[src/rtl/softmax_rdma_pkg.sv]
// Shared width constants for the Softmax read-DMA front end.
package softmax_rdma_pkg;
  localparam int TOUT_DEF           = 8;
  localparam int MAX_DAT_DW         = 8;
  localparam int LOG2_AXI_BURST_LEN = 2;
  localparam int LOG2_W             = 8;
  localparam int LOG2_H             = 8;
  localparam int LOG2_SOFTMAX_PIXEL = 16;
  localparam int LOG2_CH            = 8;
  localparam int LOG2_TOUT          = 3;
  localparam int CG_W               = LOG2_CH - LOG2_TOUT;
  localparam int PIXEL_DATA_BYTES   = TOUT_DEF * MAX_DAT_DW / 8;
endpackage

[src/rtl/softmax_rdma_fifo.sv]
// Synchronous first-word-fall-through FIFO with registered pointers.
// Latency: a pushed word is visible on dout the next cycle.
// Backpressure: none; push while full is only honoured together with a pop.
module softmax_rdma_fifo #(
  parameter int DW    = 64,
  parameter int DEPTH = 8
) (
  input  logic                     clk,
  input  logic                     rst_n,
  input  logic                     push,
  input  logic [DW-1:0]            din,
  input  logic                     pop,
  output logic [DW-1:0]            dout,
  output logic [$clog2(DEPTH):0]   count,
  output logic                     full,
  output logic                     empty
);
  localparam int AW = $clog2(DEPTH);
  localparam logic [AW:0] DEPTH_C = DEPTH[AW:0];
  localparam logic [AW:0] ONE_C   = 1;

  logic [DW-1:0] mem [DEPTH];
  logic [AW:0]   wr_ptr, rd_ptr;
  logic          do_push, do_pop;

  assign count   = wr_ptr - rd_ptr;
  assign full    = (count == DEPTH_C);
  assign empty   = (count == '0);
  assign do_pop  = pop && !empty;
  assign do_push = push && (!full || do_pop);
  assign dout    = mem[rd_ptr[AW-1:0]];

  always_ff @(posedge clk or negedge rst_n) begin
    if (!rst_n) begin
      wr_ptr <= '0;
      rd_ptr <= '0;
    end else begin
      if (do_push) wr_ptr <= wr_ptr + ONE_C;
      if (do_pop)  rd_ptr <= rd_ptr + ONE_C;
    end
  end

  always_ff @(posedge clk) begin
    if (do_push) mem[wr_ptr[AW-1:0]] <= din;
  end

  a_count_bound: assert property (@(posedge clk) disable iff (!rst_n) count <= DEPTH_C);
endmodule

[src/rtl/softmax_rdma.sv]
// Softmax read DMA: walks h/w-burst/ch-group loops, issues credit-gated MCIF reads, streams beats out.
// Latency: first command the cycle after start; a returned beat is offered downstream the next cycle.
// Backpressure: dat_out_rdy low fills the FIFO, which starves credit and stalls command issue.
module softmax_rdma
  import softmax_rdma_pkg::*;
#(
  parameter int TOUT       = TOUT_DEF,
  parameter int DW         = MAX_DAT_DW,
  parameter int BL_W       = LOG2_AXI_BURST_LEN,
  parameter int FIFO_DEPTH = 2 * (1 << BL_W)
) (
  input  logic                          clk,
  input  logic                          rst_n,
  input  logic                          start,
  input  logic [LOG2_W-1:0]             w,
  input  logic [LOG2_H-1:0]             h,
  input  logic [LOG2_SOFTMAX_PIXEL-1:0] pixel_in,
  input  logic [CG_W-1:0]               ch_div_Tout,
  input  logic [31:0]                   feature_base_addr,
  input  logic [25:0]                   feature_surface_stride,
  input  logic [15:0]                   feature_line_stride,
  output logic                          rdma_done,
  output logic                          Softmax2mcif_rd_req_vld,
  input  logic                          Softmax2mcif_rd_req_rdy,
  output logic [BL_W+31:0]              Softmax2mcif_rd_req_pd,
  input  logic                          mcif2Softmax_rd_resp_vld,
  input  logic [TOUT*DW-1:0]            mcif2Softmax_rd_resp_pd,
  output logic                          dat_out_vld,
  input  logic                          dat_out_rdy,
  output logic [TOUT*DW-1:0]            dat_out_pd,
  output logic                          dat_out_pad
);
  localparam int BL          = 1 << BL_W;
  localparam int CNT_W       = $clog2(FIFO_DEPTH) + 1;
  localparam int BURST_BYTES = BL * (TOUT * DW / 8);
  localparam logic [CNT_W-1:0]  CNT_ONE   = 1;
  localparam logic [CNT_W-1:0]  DEPTH_C   = FIFO_DEPTH[CNT_W-1:0];
  localparam logic [BL_W-1:0]   BL_ONE    = 1;
  localparam logic [BL_W-1:0]   BL_MAX    = '1;
  localparam logic [LOG2_W-1:0] W_ONE     = 1;
  localparam logic [LOG2_H-1:0] H_ONE     = 1;
  localparam logic [CG_W-1:0]   CG_ONE    = 1;

  logic               working, busy_o;
  logic [CG_W-1:0]    ch_cnt;
  logic [LOG2_W-1:0]  wb_cnt;
  logic [LOG2_H-1:0]  h_cnt;
  logic [31:0]        surf_bias, wb_bias, line_bias;
  logic [CNT_W-1:0]   outstanding, fifo_count, credit, need;
  logic [LOG2_W-1:0]  wb_last;
  logic [BL_W-1:0]    w_tail, cmd_len;
  logic [31:0]        cmd_addr;
  logic               ch_last, wb_is_last, h_last, last_cmd, hs, start_ok;
  logic               fifo_full, fifo_empty, pop, final_pop;
  logic [TOUT*DW-1:0] fifo_dout;

  assign start_ok   = start && !working && !busy_o;
  assign wb_last    = (w - W_ONE) >> BL_W;
  assign w_tail     = w[BL_W-1:0] - BL_ONE;
  assign ch_last    = (ch_cnt == ch_div_Tout - CG_ONE);
  assign wb_is_last = (wb_cnt == wb_last);
  assign h_last     = (h_cnt == h - H_ONE);
  assign last_cmd   = ch_last && wb_is_last && h_last;
  // A w-multiple of BL makes the tail length wrap to BL-1, i.e. a full burst.
  assign cmd_len    = wb_is_last ? w_tail : BL_MAX;
  assign need       = CNT_W'(cmd_len) + CNT_ONE;
  assign credit     = DEPTH_C - fifo_count - outstanding;
  assign cmd_addr   = feature_base_addr + line_bias + wb_bias + surf_bias;

  assign Softmax2mcif_rd_req_vld = working && (credit >= need);
  assign Softmax2mcif_rd_req_pd  = Softmax2mcif_rd_req_vld ? {cmd_len, cmd_addr} : '0;
  assign hs = Softmax2mcif_rd_req_vld && Softmax2mcif_rd_req_rdy;

  always_ff @(posedge clk or negedge rst_n) begin
    if (!rst_n) begin
      working   <= 1'b0;
      ch_cnt    <= '0;
      wb_cnt    <= '0;
      h_cnt     <= '0;
      surf_bias <= '0;
      wb_bias   <= '0;
      line_bias <= '0;
    end else if (start_ok) begin
      working   <= 1'b1;
      ch_cnt    <= '0;
      wb_cnt    <= '0;
      h_cnt     <= '0;
      surf_bias <= '0;
      wb_bias   <= '0;
      line_bias <= '0;
    end else if (hs) begin
      if (!ch_last) begin
        ch_cnt    <= ch_cnt + CG_ONE;
        surf_bias <= surf_bias + 32'(feature_surface_stride);
      end else begin
        ch_cnt    <= '0;
        surf_bias <= '0;
        if (!wb_is_last) begin
          wb_cnt  <= wb_cnt + W_ONE;
          wb_bias <= wb_bias + 32'(BURST_BYTES);
        end else begin
          wb_cnt    <= '0;
          wb_bias   <= '0;
          h_cnt     <= h_last ? '0 : h_cnt + H_ONE;
          line_bias <= h_last ? '0 : line_bias + 32'(feature_line_stride);
        end
      end
      if (last_cmd) working <= 1'b0;
    end
  end

  always_ff @(posedge clk or negedge rst_n) begin
    if (!rst_n) outstanding <= '0;
    else        outstanding <= outstanding + (hs ? need : '0)
                               - (mcif2Softmax_rd_resp_vld ? CNT_ONE : '0);
  end

  softmax_rdma_fifo #(.DW(TOUT*DW), .DEPTH(FIFO_DEPTH)) u_fifo (
    .clk   (clk),
    .rst_n (rst_n),
    .push  (mcif2Softmax_rd_resp_vld),
    .din   (mcif2Softmax_rd_resp_pd),
    .pop   (pop),
    .dout  (fifo_dout),
    .count (fifo_count),
    .full  (fifo_full),
    .empty (fifo_empty)
  );

  a_no_drop: assert property (@(posedge clk) disable iff (!rst_n)
    !(fifo_full && mcif2Softmax_rd_resp_vld && !pop));

  // Output-side loop mirrors the issue order with the burst beat innermost.
  logic [BL_W-1:0]   beat_cnt_o, beat_max_o;
  logic [CG_W-1:0]   ch_cnt_o;
  logic [LOG2_W-1:0] wb_cnt_o;
  logic [LOG2_H-1:0] h_cnt_o;
  logic [31:0]       row_base_o, current_pixel;
  logic              beat_last_o, ch_last_o, wb_last_o, h_last_o;

  assign dat_out_vld   = !fifo_empty;
  assign dat_out_pd    = dat_out_vld ? fifo_dout : '0;
  assign pop           = dat_out_vld && dat_out_rdy;
  assign wb_last_o     = (wb_cnt_o == wb_last);
  assign beat_max_o    = wb_last_o ? w_tail : BL_MAX;
  assign beat_last_o   = (beat_cnt_o == beat_max_o);
  assign ch_last_o     = (ch_cnt_o == ch_div_Tout - CG_ONE);
  assign h_last_o      = (h_cnt_o == h - H_ONE);
  assign current_pixel = row_base_o + 32'({wb_cnt_o, {BL_W{1'b0}}}) + 32'(beat_cnt_o);
  assign dat_out_pad   = dat_out_vld && (current_pixel >= 32'(pixel_in));
  assign final_pop     = pop && beat_last_o && ch_last_o && wb_last_o && h_last_o;

  always_ff @(posedge clk or negedge rst_n) begin
    if (!rst_n) begin
      busy_o     <= 1'b0;
      rdma_done  <= 1'b0;
      beat_cnt_o <= '0;
      ch_cnt_o   <= '0;
      wb_cnt_o   <= '0;
      h_cnt_o    <= '0;
      row_base_o <= '0;
    end else begin
      rdma_done <= final_pop;
      if (start_ok) begin
        busy_o     <= 1'b1;
        beat_cnt_o <= '0;
        ch_cnt_o   <= '0;
        wb_cnt_o   <= '0;
        h_cnt_o    <= '0;
        row_base_o <= '0;
      end else if (pop) begin
        if (final_pop) busy_o <= 1'b0;
        if (!beat_last_o) begin
          beat_cnt_o <= beat_cnt_o + BL_ONE;
        end else begin
          beat_cnt_o <= '0;
          if (!ch_last_o) begin
            ch_cnt_o <= ch_cnt_o + CG_ONE;
          end else begin
            ch_cnt_o <= '0;
            if (!wb_last_o) begin
              wb_cnt_o <= wb_cnt_o + W_ONE;
            end else begin
              wb_cnt_o   <= '0;
              h_cnt_o    <= h_last_o ? '0 : h_cnt_o + H_ONE;
              row_base_o <= h_last_o ? '0 : row_base_o + 32'(w);
            end
          end
        end
      end
    end
  end
endmodule

[config.mk]
export PLATFORM = sky130hd
export DESIGN_NAME = softmax_rdma
export DESIGN_NICKNAME = d
export VERILOG_FILES = /design/src/rtl/softmax_rdma_pkg.sv /design/src/rtl/softmax_rdma_fifo.sv /design/src/rtl/softmax_rdma.sv
export SDC_FILE = /design/constraint.sdc
export NUM_CORES = 1
export LEC_CHECK = 0
export ABC_AREA = 0
export ABC_CLOCK_PERIOD_IN_PS = 11320
export CAP_MARGIN = 20
export CELL_PAD_IN_SITES_DETAIL_PLACEMENT = 1
export CELL_PAD_IN_SITES_GLOBAL_PLACEMENT = 2
export CORE_MARGIN = 3
export CORE_UTILIZATION = 41
export DETAILED_ROUTE_END_ITERATION = 7
export GPL_TIMING_DRIVEN = 0
export PLACE_DENSITY = 0.84
export SKIP_CTS_REPAIR_TIMING = 1
export SLEW_MARGIN = 20
export SYNTH_ARGS = -nofsm -noshare
export SYNTH_HDL_FRONTEND = slang
export SYNTH_SLANG_ARGS = --single-unit
[constraint.sdc]
create_clock -name clk -period 11.32 [get_ports clk]
set_input_delay 3.396 -clock clk [delete_from_list [all_inputs] [get_ports clk]]
set_output_delay 3.396 -clock clk [all_outputs]
set_load 0.005 [all_outputs]
=== Yosys cells after proc, flatten, opt, wreduce, memory -nomap -nowiden ===
Memories as Yosys holds them, arrays and structs flattened.
Cells that the tools add are included.

* Register bits after elaboration: 187
* Output and inout bits: 102
* Memory bits (writable): 512
* Input port bits: 181
* Memories kept: 1

{| class="wikitable"
|+ Memories
! memory !! words !! width !! rd ports !! clocked after Yosys merged registers in !! write ports !! line !! text
|-
| u_fifo.mem || 8 || 64 || 1 || 0 || 1 || softmax_rdma_fifo.sv:22 || <nowiki>logic [DW-1:0] mem [DEPTH];</nowiki>
|}

* Reductions and logical operators: 36
* Add/sub/neg operators: 28
* Magnitude comparators: 2
* Equality and inequality tests: 8
* Multiplexer cells: 62

{| class="wikitable"
|+ Operators by type and width
! cell !! number
|-
| 32-bit 2-to-1 mux || 18
|-
| 8-bit 2-to-1 mux || 20
|-
| 32-bit adder || 3
|-
| 64-bit 2-to-1 mux || 1
|-
| 5-bit 2-to-1 mux || 7
|-
| 34-bit 2-to-1 mux || 1
|-
| 32-bit by 10-bit adder with 32-bit output || 1
|-
| 32-bit by 16-bit adder with 32-bit output || 1
|-
| 32-bit by 2-bit adder with 32-bit output || 1
|-
| 32-bit by 26-bit adder with 32-bit output || 1
|-
| 32-bit by 6-bit adder with 32-bit output, second input constant || 1
|-
| 32-bit by 8-bit adder with 32-bit output || 1
|-
| 8-bit by 1-bit adder with 8-bit output, second input constant || 4
|-
| 32-bit by 16-bit greater-or-equal comparator with 1-bit output || 1
|-
| 2-bit nonzero test || 9
|-
| 8-bit by 6-bit == test with 1-bit output || 2
|-
| 8-bit == test || 2
|-
| 8-bit by 1-bit subtractor with 8-bit output, second input constant || 2
|-
| 1-bit logical AND || 14
|-
| 5-bit by 1-bit adder with 5-bit output, second input constant || 2
|-
| 5-bit == test || 2
|-
| 2-bit 2-to-1 mux || 5
|-
| 1-bit 2-to-1 mux || 9
|-
| 4-bit by 1-bit adder with 4-bit output, second input constant || 2
|-
| other kinds (18) || 26
|}

=== Logic depth before layout (Yosys ltp) ===
* Depth in word-level cells: 11
* Gate-level depth with buffers: 22
* Depth with buffers taken out: 21

=== Hierarchy ===
A second synthesis with hierarchy kept.

* Cells, all modules: 2837
* Area, all modules: 36118.4 µm²

{| class="wikitable"
|+ By module, submodules not included
! module !! cells each !! area an instance (µm²) !! instances
|-
| softmax_rdma_fifo || 936 || 19731.4 || 1
|-
| softmax_rdma || 1901 || 16387.0 || 1
|}

=== Least setup slack after synthesis ===
No wires, ideal clock.

* Path kind: input to output
* From: input w[0]
* To: output Softmax2mcif_rd_req_pd[11]
* Slack: 0.866 ns
* Cell stages on the path: 15
* Arrival time: 7.058 ns
* Cell sequence: buf_2 inv_1 ha_1 nor3b_1 xnor3_1 nor4b_2 and4_1 nand2_1 ha_1 or4_1 or4_4 nand2b_1 clkbuf_1 clkbuf_1 nor2_1

* Cells in the longest elaborated chain, start to end: 7

{| class="wikitable"
|+ RTL lines
! what !! line !! text
|-
| start: declaration || softmax_rdma.sv:15 || <nowiki>input logic [LOG2_W-1:0] w,</nowiki>
|-
| 8-bit by 1-bit subtractor with 8-bit output || softmax_rdma.sv:58 || <nowiki>assign wb_last = (w - W_ONE) >> BL_W;</nowiki>
|-
| 8-bit by 6-bit == test with 1-bit output || softmax_rdma.sv:61 || <nowiki>assign wb_is_last = (wb_cnt == wb_last);</nowiki>
|-
| 2-bit 2-to-1 mux * || softmax_rdma.sv:65 || <nowiki>assign cmd_len = wb_is_last ? w_tail : BL_MAX;</nowiki>
|-
| 2-bit by 1-bit adder with 3-bit output * || softmax_rdma.sv:66 || <nowiki>assign need = CNT_W'(cmd_len) + CNT_ONE;</nowiki>
|-
| 4-bit by 3-bit greater-or-equal comparator with 1-bit output * || softmax_rdma.sv:70 || <nowiki>assign Softmax2mcif_rd_req_vld = working && (credit >= need);</nowiki>
|-
| 1-bit logical AND * || softmax_rdma.sv:70 ||
|-
| 34-bit 2-to-1 mux * || softmax_rdma.sv:71 || <nowiki>assign Softmax2mcif_rd_req_pd = Softmax2mcif_rd_req_vld ? {cmd_len, cmd_addr} : '0;</nowiki>
|-
| end: declaration || softmax_rdma.sv:25 || <nowiki>output logic [BL_W+31:0] Softmax2mcif_rd_req_pd,</nowiki>
|}

Every way passes the cells marked *; elsewhere a longest branch is shown, timed or not.

=== Worst setup path in the final report ===
* From: input feature_base_addr[8]
* To: output Softmax2mcif_rd_req_pd[24]

* Cells in the longest elaborated chain, start to end: 4

{| class="wikitable"
|+ RTL lines
! what !! line !! text
|-
| start: declaration || softmax_rdma.sv:19 || <nowiki>input logic [31:0] feature_base_addr,</nowiki>
|-
| 32-bit adder (3 in a row) || softmax_rdma.sv:68 || <nowiki>assign cmd_addr = feature_base_addr + line_bias + wb_bias + surf_bias;</nowiki>
|-
| 34-bit 2-to-1 mux || softmax_rdma.sv:71 ||
|}

Every way passes these cells.

==> flow_summary.toml <==
[outcome]
status = "complete, no violations"

[timing]
skew_ps = 41.6
post-route-period-util_pct = 99.2
timing.setup.tns_ps = 0
holdWs_ps = 488
drv_slew = 0
tightest_slew_ps = 1080
period_needed_ps = 11230
relSlewSlack_pct = 27.5
setup_slack_ps = 87.3
fmax_mhz = 89.0
setup_viol = 0
timing.final.hold_violations = 0

[synthesis]
synth_top_area_share_pct = 43.0
yosysWarnings = 0
synth_most_common_cell = "edfxtp_1"
yosysSeqAreaShare_pct = 55.7
synth_cell_types = 85
synth_area_mm2 = 0.0358
postSynthCellCount = 2720
synth_edf_count = 512
synth_nets = 3104
netlist.top_cell.by_area = "edfxtp_1"
synthTopCellsByCount = "512 x edfxtp_1, 280 x nand2_1, 202 x a21oi_1"
synth_flop_cell = "edfxtp_1"
synthTopCellsByArea = "edfxtp_1 43%, dfrtp_1 13%, mux4_2 8.1%"
synthArstFlopShare_pct = 26.2
yosys_register_bits = 694
syn_avg_cell_area_um2 = 13.1

[worst_hold_path]
hold_end = "u_fifo.rd_ptr[3]"
hp-start = "u_fifo.rd_ptr[3]"
hold_class = "flop to flop"
min_path_cells = 1

[final_layout]
fin_util_pct = 50.8
multi_input_area_mm2 = 0.0153
fill_cells = 8654
regArea_mm2 = 0.0199
layout.nets = 3538
syn_to_final_growth_pct = 22.0
drive_above_1_share_pct = 12.5

[setup_path]
crit_buf_inv = 2
rr_worst_depth = 20
crit_type = "input pin to primary output"
critPathLaunch = "feature_base_addr[8]"
crit_path_max_fanout = 6
crit-reg2reg-launch = "u_fifo.rd_ptr[1]"
ff2ff_setup_slack_ps = 4990
worstPathCellList = "clkdlybuf4s50_1, fa_1, fa_1, ha_4, a21o_1, a2111o_1, o21a_1, a41o_4, a221o_1, a21o_1, xnor2_1, nor2_2, clkdlybuf4s50_1"
slowest_delay_ps = 590
cp_top_family = "compound AO/OA/AOI/OAI gates"
cp_slowest_cell = "fa_1"
crit_arrival_ps = 7840
end_kind = "primary output"
r2r-end = "outstanding[3]"
critPathLaunchType = "input pin"
crit_required_ps = 7920

[detailed_routing]
ant_nets = 0
remaining_drc_errors = 0
first_pass_iters = 6
wl_um = 108000
wl_per_cell_um = 24.8
drtIter0Drc = 1820
num_vias = 25192
viasPerCell = 5.77

[pwr]
max-vdd-ir-drop_mv = 0.194
p_leak_nw = 16.4
power_mw = 12.1
powerDensity_mw_per_mm2 = 278

[cts]
root_buffer = "clkbuf_16"
cts_buffer_depth = 3
insertion_delay_ps = 650
clkTransAtPathRegs_ps = 50
cts_buffers = 78
htree_num_levels = 3
cts_tree = "done"
clkSinkCount = 694

[placed_design]
numPortBuffers = 281
hpwl_um = 80000
dp_slack_ps = -1210
place_congestion = 0.885

[grt]
grt_max_degree = 79
track_usage_pct = 23.8
grt-ovfl-total = 0
grt_pass1_wl_um = 166000
grt_pass1_vias = 27012
antenna_found_initial = 15

[floorplanning]
die_w_um = 301
num_rows = 107
core_area_mm2 = 0.0858
ios = 283
start_util_pct = 41.7
die_area_mm2 = 0.0908
fp.dieH_um = 301

[job]
max-cap-violations = 0
[final cells by class]
cell class | instances | area share (%)
buffer | 111 | 1.13
inverter | 84 | 0.723
clock buffer | 96 | 4.70
sequential | 694 | 45.7
timing repair buffer | 354 | 8.19
antenna | 10 | 0.0574
multi-input combinational | 1831 | 35.0
tap | 1144 | 3.28
clock inverter | 44 | 1.18
[power breakdown]
group	switching, mW	leakage [nW]	internal, mW
registers	0.255	7.02	3.17
clock network	1.07	1.24	1.48
logic	3.29	8.12	2.86
[layer usage]
layer | vias to the layer above | wire length [µm] | GRT usage (%)
li1 | 11258 | - | -
met1 | 13048 | 45200 | 31.2
met2 | 697 | 54200 | 40.6
met3 | 177 | 5950 | 4.02
met4 | 12 | 2880 | 7.27
met5 | - | 85 | 0
[stage by stage]
step | std cells | cell area, µm²
global route | 4365 | 43600
finish | 4368 | 43600
CTS | 4351 | 43300
detailed placement | 4211 | 40700
global placement | 4145 | 40000
floorplan | 2720 | 35800
[layout by cell type, fill, tap and decap left out, types with 20 or more instances in the layout]
cell type        netlist  final
nand4_1               31     31
mux4_2               128    128
clkbuf_1              68     80
and3_1                28     28
inv_1                 84     83
a21oi_1              202    200
xnor2_1               87     87
buf_1                 20     20
a21o_1                45     45
buf_4                  2     56
clkbuf_16              0     78
nor2_1               116    112
xor2_1                62     62
nor3_1                32     30
nand2_1              280    280
edfxtp_1             512    512
nand3_1               69     69
or3_1                 56     56
o21ai_0              117    117
o31ai_1               58     56
fa_1                  64     63
nand2b_1              25     25
ha_1                 139    136
a22o_1                21     21
dfrtp_1              182    182
clkdlybuf4s50_1        0    275
[sequential cells by signal, summed over array words and instances (netlist names)]
name	flops
ch_cnt_o	5
rdma_done	1
outstanding	4
busy_o	1
wb_cnt	8
surf_bias	32
u_fifo.mem	512
h_cnt_o	8
line_bias	32
h_cnt	8
ch_cnt	5
working	1
wb_bias	27
beat_cnt_o	2
u_fifo.wr_ptr	4
u_fifo.rd_ptr	4
row_base_o	32
wb_cnt_o	8
[kinds of logic after synthesis]
group | count (synthesis) | share of synthesized area, %
simple gates | 734 | 10.1
buf+inv | 195 | 2.19
compound gates | 587 | 10.4
flops | 694 | 55.7
mux | 143 | 8.50
xor+xnor | 164 | 4.60
fa+ha+maj | 203 | 8.45
[worst max path at each step]
| stage | depth (start not counted) | slack [ps] | endpoint |
|---|---|---|---|
| floorplan | 15 | 870 | Softmax2mcif_rd_req_pd[11] |
| global placement | 4 | -3140 | u_fifo.mem[4][41] |
| detailed placement | 17 | -1210 | Softmax2mcif_rd_req_pd[24] |
| CTS | 17 | -1250 | Softmax2mcif_rd_req_pd[24] |
| global route | 13 | -3 | Softmax2mcif_rd_req_pd[24] |
| finish | 13 | 90 | Softmax2mcif_rd_req_pd[24] |
(Power assumes the default switching activity.)
